$ cat config.mk
export PLATFORM = sky130hd
export DESIGN_NAME = if_fetch
export DESIGN_NICKNAME = d
export VERILOG_FILES = /design/src/rtl/if_fetch_pkg.sv /design/src/rtl/if_fetch_pc_reg.sv /design/src/rtl/if_fetch.sv
export SDC_FILE = /design/constraint.sdc
export NUM_CORES = 1
export LEC_CHECK = 0
export ABC_AREA = 1
export BUFFER_PORTS_ARGS = -buffer_cell sky130_fd_sc_hd__buf_4
export CAP_MARGIN = 20
export CORE_MARGIN = 2
export CORE_UTILIZATION = 30
export CTS_BUF_LIST = sky130_fd_sc_hd__clkbuf_4 sky130_fd_sc_hd__clkbuf_8
export CTS_CLUSTER_SIZE = 25
export DETAILED_ROUTE_END_ITERATION = 12
export HOLD_SLACK_MARGIN = 0.15
export SLEW_MARGIN = 25
export SYNTH_ARGS = -nofsm -noshare
export SYNTH_HDL_FRONTEND = slang
export SYNTH_SLANG_ARGS = --single-unit
export TNS_END_PERCENT = 50
$ cat constraint.sdc
create_clock -name clk -period 3.3 [get_ports clk]
set_clock_uncertainty 0.05 [all_clocks]
set_input_delay 0.165 -clock clk [delete_from_list [all_inputs] [get_ports clk]]
set_output_delay 0.165 -clock clk [all_outputs]
set_load 0.01 [all_outputs]
$ cat src/rtl/if_fetch_pkg.sv
// Shared fetch-side definitions: widths, reset vector, NOP encoding and the
// fetch FSM state type, also consumed by IF/ID and decode.
package if_fetch_pkg;

  localparam int PC_WIDTH    = 12;
  localparam int INSTR_WIDTH = 32;

  localparam logic [PC_WIDTH-1:0]    RESET_PC  = 12'h000;
  localparam logic [INSTR_WIDTH-1:0] NOP_INSTR = 32'h0000_0000;

  typedef enum logic [1:0] {
    BOOT = 2'd0,
    RUN  = 2'd1,
    HALT = 2'd2
  } fetch_state_t;

  // Word-align a byte address by clearing the two low bits.
  function automatic logic [PC_WIDTH-1:0] align_pc(input logic [PC_WIDTH-1:0] addr);
    return {addr[PC_WIDTH-1:2], 2'b00};
  endfunction

endpackage

$ cat src/rtl/if_fetch_pc_reg.sv
// Program counter register: synchronous reset to the boot vector, with
// load / increment-by-4 / hold selected by the fetch control.
module pc_reg #(
  parameter int                     PC_WIDTH = if_fetch_pkg::PC_WIDTH,
  parameter logic [PC_WIDTH-1:0]    RESET_PC = if_fetch_pkg::RESET_PC
) (
  input  logic                clk,
  input  logic                rst,
  input  logic                load,
  input  logic [PC_WIDTH-1:0] load_val,
  input  logic                inc,
  output logic [PC_WIDTH-1:0] pc_q
);
  import if_fetch_pkg::*;

  localparam logic [PC_WIDTH-1:0] PC_STEP = PC_WIDTH'(4);

  logic [PC_WIDTH-1:0] pc_d;

  // Load wins over increment so a redirect is never lost to a plain advance.
  always_comb begin
    pc_d = pc_q;
    if (load) begin
      pc_d = load_val;
    end else if (inc) begin
      pc_d = pc_q + PC_STEP;
    end else begin
      pc_d = pc_q;
    end
  end

  // PC state register.
  always_ff @(posedge clk) begin
    if (rst) begin
      pc_q <= RESET_PC;
    end else begin
      pc_q <= pc_d;
    end
  end

endmodule

$ cat src/rtl/if_fetch.sv
// Instruction-fetch stage: sequences a 1-cycle-latency instruction memory and
// presents pc_4/instruction to IF/ID with stall, redirect and halt handling.
module if_fetch #(
  parameter int                     PC_WIDTH    = if_fetch_pkg::PC_WIDTH,
  parameter int                     INSTR_WIDTH = if_fetch_pkg::INSTR_WIDTH,
  parameter logic [PC_WIDTH-1:0]    RESET_PC    = if_fetch_pkg::RESET_PC
) (
  input  logic                   clk,
  input  logic                   rst,
  input  logic                   go,
  input  logic                   redirect,
  input  logic [PC_WIDTH-1:0]    redirect_target,
  input  logic                   halt_req,
  output logic [PC_WIDTH-1:0]    imem_addr,
  input  logic [INSTR_WIDTH-1:0] imem_data,
  output logic [PC_WIDTH-1:0]    pc_4,
  output logic [INSTR_WIDTH-1:0] instruction,
  output logic                   if_valid,
  output logic                   halted,
  output logic [31:0]            fetch_count
);
  import if_fetch_pkg::*;

  localparam logic [PC_WIDTH-1:0] PC_STEP = PC_WIDTH'(4);

  fetch_state_t        state_q, state_d;
  logic [PC_WIDTH-1:0] f_pc_q, f_pc_d;
  logic                f_valid_q, f_valid_d;
  logic [31:0]         fetch_count_q, fetch_count_d;

  logic [PC_WIDTH-1:0] pc_q;
  logic [PC_WIDTH-1:0] target_s;
  logic                pc_load_s;
  logic                pc_inc_s;
  logic                unused_target_bits;

  assign target_s           = align_pc(redirect_target);
  assign unused_target_bits = ^redirect_target[1:0];

  pc_reg #(
    .PC_WIDTH (PC_WIDTH),
    .RESET_PC (RESET_PC)
  ) u_pc_reg (
    .clk      (clk),
    .rst      (rst),
    .load     (pc_load_s),
    .load_val (target_s + PC_STEP),
    .inc      (pc_inc_s),
    .pc_q     (pc_q)
  );

  // Redirect and halt kill the fetch in the same cycle so IF/ID takes a bubble.
  assign if_valid    = f_valid_q & (state_q == RUN) & ~redirect & ~halt_req;
  assign instruction = if_valid ? imem_data : INSTR_WIDTH'(NOP_INSTR);
  assign pc_4        = f_pc_q + PC_STEP;
  assign halted      = (state_q == HALT);
  assign fetch_count = fetch_count_q;

  // Memory address select; a stall re-reads f_pc so imem_data stays stable.
  always_comb begin
    imem_addr = pc_q;
    case (state_q)
      BOOT: imem_addr = pc_q;
      RUN: begin
        if (redirect) begin
          imem_addr = target_s;
        end else if (go) begin
          imem_addr = pc_q;
        end else begin
          imem_addr = f_pc_q;
        end
      end
      HALT:    imem_addr = f_pc_q;
      default: imem_addr = pc_q;
    endcase
  end

  // Next-state logic for the FSM, the fetch tracking registers and the PC.
  always_comb begin
    state_d       = state_q;
    f_pc_d        = f_pc_q;
    f_valid_d     = f_valid_q;
    pc_load_s     = 1'b0;
    pc_inc_s      = 1'b0;
    fetch_count_d = (if_valid & go) ? fetch_count_q + 32'd1 : fetch_count_q;
    case (state_q)
      BOOT: begin
        f_pc_d    = pc_q;
        f_valid_d = 1'b1;
        pc_inc_s  = 1'b1;
        state_d   = RUN;
      end
      RUN: begin
        if (halt_req) begin
          state_d   = HALT;
          f_valid_d = 1'b0;
        end else if (redirect) begin
          f_pc_d    = target_s;
          f_valid_d = 1'b1;
          pc_load_s = 1'b1;
        end else if (go) begin
          f_pc_d    = pc_q;
          f_valid_d = 1'b1;
          pc_inc_s  = 1'b1;
        end else begin
          state_d = RUN;
        end
      end
      HALT: begin
        state_d = HALT;
      end
      default: begin
        state_d   = BOOT;
        f_valid_d = 1'b0;
      end
    endcase
  end

  // Fetch state registers; reset discards any in-flight fetch.
  always_ff @(posedge clk) begin
    if (rst) begin
      state_q       <= BOOT;
      f_pc_q        <= {PC_WIDTH{1'b0}};
      f_valid_q     <= 1'b0;
      fetch_count_q <= 32'd0;
    end else begin
      state_q       <= state_d;
      f_pc_q        <= f_pc_d;
      f_valid_q     <= f_valid_d;
      fetch_count_q <= fetch_count_d;
    end
  end

endmodule

==> impl_metrics.tcl <==
set metrics [dict create \
    drv_cap 0 \
    htreeDepth 3 \
    finalSetupViolCount 0 \
    synth_compound_area_frac 0.173 \
    cp.arrival_ns 2.33 \
    crit_fanout 32 \
    synth_cells 699 \
    yosys-mux-area-fraction 0 \
    max_freq_mhz 394 \
    rsz0062_at_grt "false" \
    io_buffer_count 136 \
    grt.busiest_layer "met2" \
    clkPwrFrac 0.316 \
    fin_crit_sh 0.770 \
    yosysTopAreaCell "dfxtp_1" \
    place_ws_ns 0.956 \
    grt_max_degree 33 \
    report.final.slew_viol_count 0 \
    area_growth_pct 33.1 \
    path_cells "ha_1 > inv_2 > nor2_4 > nand2_2 > nor2_1 > inv_1 > nor2_1 > buf_4" \
    synth_simple_gate_area_frac 0.358 \
    viasPerCell 4.72 \
    slew_headroom 0.374 \
    syn-mean-instance-area_um2 5.91 \
    antenna_cells 0 \
    initial_core_util 0.310 \
    internal_power_mw 1.51 \
    combPwrFrac 0.326 \
    core-area_um2 13300 \
    drtAntennaViolNets 0 \
    ctsRootBufferMaster "clkbuf_8" \
    drt_pass1_iterations 5 \
    synth_top_family_by_area "simple AND/OR/NAND/NOR gates" \
    drive_above_1_share 0.211 \
    netlist_top_cells_area "dfxtp_1 (28%), nand2_1 (16%), inv_1 (11%), nor2_1 (7.9%), a21oi_1 (6.4%)" \
    grt_usage 0.173 \
    grt-ovfl-total 0 \
    clockBufferDepth 2 \
    drc 0 \
    use_met2 0.257 \
    fin_crit_ns 2.54 \
    p_sw_frac 0.358 \
    die-area_um2 14700 \
    hold_path_class "in -> reg" \
    drt_iter0_markers 291 \
    routed_wirelength_um 13300 \
    cts_tree "yes" \
    grt_pass1_wl_um 20300 \
    io_pins 139 \
    synth_top_area_share 0.276 \
    cp-end-kind "output port" \
    dr_total_vias 4751 \
    synth_fa_ha_area_frac 0.0212 \
    fin_tns_setup_ns 0 \
    finalPower_mw 2.35 \
    gp_congestion 0.837 \
    yosysWarnings 0 \
    clock-sinks 57 \
    antenna_found_initial 0 \
    fp.dieH_um 121 \
    slowest_delay_ns 0.41 \
    post_cts_buffers 0 \
    met1_usage 0.249 \
    p_leak_nw 2.55 \
    critPathRequiredTime_ns 3.08 \
    worstMarginPinSlew_ns 0.938 \
    worst_slack_ns 0.760 \
    ir_drop_mv 0.139 \
    crit_type "reg -> out" \
    fillers 1449 \
    die_x_um 121 \
    cp_common_cell "nor2_1" \
    pwr_density_cell_nw_per_um2 428 \
    status "finished, final reports clean" \
    layout_common_cells "nand2_1 (181), buf_4 (138), inv_1 (117), nor2_1 (87), dfxtp_1 (57)" \
    clk_pin_slew_worst_paths_ns 0.07 \
    nets 881 \
    grt_pass1_vias 3907 \
    synth_cell_types 38 \
    cts_buffers 9 \
    synth-seq-cells 57 \
    grtUsageMet3 0.0352 \
    finalHoldViolCount 0 \
    wl_per_cell_um 13.2 \
    p_switching_mw 0.842 \
    final_common_cell "nand2_1" \
    seq_area_frac_synth 0.276 \
    place.detailed.hpwl_um 10000 \
    clk_latency_ns 0.36 \
    slowest_stage "inv_1" \
    synth-xor-area-share 0.0297 \
    seqPwrFrac 0.358 \
    crit_path_start_kind "register" \
    syn_nets 755 \
    synth_area_um2 4130 \
    num_rows 42 \
]
## worst max-delay path: cells and delay by family, from the launching register on
family,cells,cell delay (ns)
buf+inv,3,0.63
simple gates,4,0.73
fa+ha+maj,1,0.21
flops,1,0.40
## layout make-up
class	instances	area [um2]	area share
flip-flops and latches	57	1140	0.208
inverters	123	462	0.0840
clock buffers	10	131	0.0239
clock inverters	6	82.6	0.0150
well taps	176	220	0.0401
repair buffers	140	1060	0.192
multi-input cells	494	2400	0.437
## synthesized netlist by cell type
master	instances
nand4_1	5
a311oi_1	1
nor3_2	1
or2_0	1
nand3b_2	1
buf_2	3
and3_4	1
nor3_1	20
nand2_1	181
xnor2_1	3
xor2_1	11
buf_4	3
nand2_2	3
inv_1	117
o211ai_1	4
o21ai_0	40
a221oi_1	2
ha_1	7
nand3_2	2
a22oi_1	10
o21bai_1	2
nand3b_1	5
nor2_4	4
a2111oi_0	1
o21ai_1	7
inv_2	5
o21ai_2	1
buf_6	2
nor2_1	87
nor3b_1	1
clkinv_1	1
nor2_2	3
o21a_1	1
dfxtp_1	57
nand3_1	31
o221ai_1	5
a21oi_1	53
clkbuf_1	17
## flip-flops by register name (all words and copies together) (netlist names)
register       count
fetch_count       32
f_valid_q          1
f_pc_q            12
u_pc_reg.pc_q     10
state_q            2
## power groups by stage
stage / Sequential [mW] / Clock [mW] / Combinational [mW]
global placement: 0.855 / 0 / 0.758
finish: 0.843 / 0.743 / 0.766
CTS: 0.839 / 0.753 / 0.766
floorplan: 0.825 / 0 / 0.479
global route: 0.852 / 0.783 / 0.846
detailed placement: 0.855 / 0 / 0.760
## metrics by stage
| step | cell area (um2) | util | instances | hold WS (ns) |
|---|---|---|---|---|
| final | 5500 | 0.412 | 1006 | 0.214 |
| after global routing | 5500 | 0.412 | 1006 | 0.224 |
| after CTS | 5500 | 0.412 | 1006 | 0.196 |
| after detailed placement | 5260 | 0.394 | 988 | 0.429 |
| after global placement | 5260 | 0.394 | 988 | 0.431 |
| after floorplan | 4130 | - | 699 | 0.329 |
## cells by family (layout without fill, tap and decap cells)
logic type,count (synthesis),in the layout
AND/OR/NAND/NOR,346,346
XOR/XNOR,14,14
buffers and inverters,148,279
AO/OA/AOI/OAI,127,127
flip-flops,57,57
adder cells (fa/ha/maj),7,7
## per-layer routing
| layer | wire length [um] | share of wire |
|---|---|---|
| met1 | 6430 | 0.48 |
| met2 | 5560 | 0.42 |
| met3 | 1020 | 0.077 |
| met4 | 253 | 0.019 |
| met5 | 0 | 0 |
## worst paths after layout
kind / from / end / slack (ns) / cells past startpoint
setup / recovery: state_q[0] / instruction[12] / 0.76 / 8
hold / removal: redirect_target[4] / f_pc_q[4] / 0.21 / 5
setup reg to reg: state_q[0] / u_pc_reg.pc_q[10] / 0.94 / 12
hold reg to reg: f_pc_q[1] / f_pc_q[1] / 0.45 / 2
## repair_timing
item	4_1_cts	5_1_grt
hold endpoints to repair	2	0
resized for setup	0	0
hold buffers	2	0
Note: power is estimated with default switching activity, not from simulation.
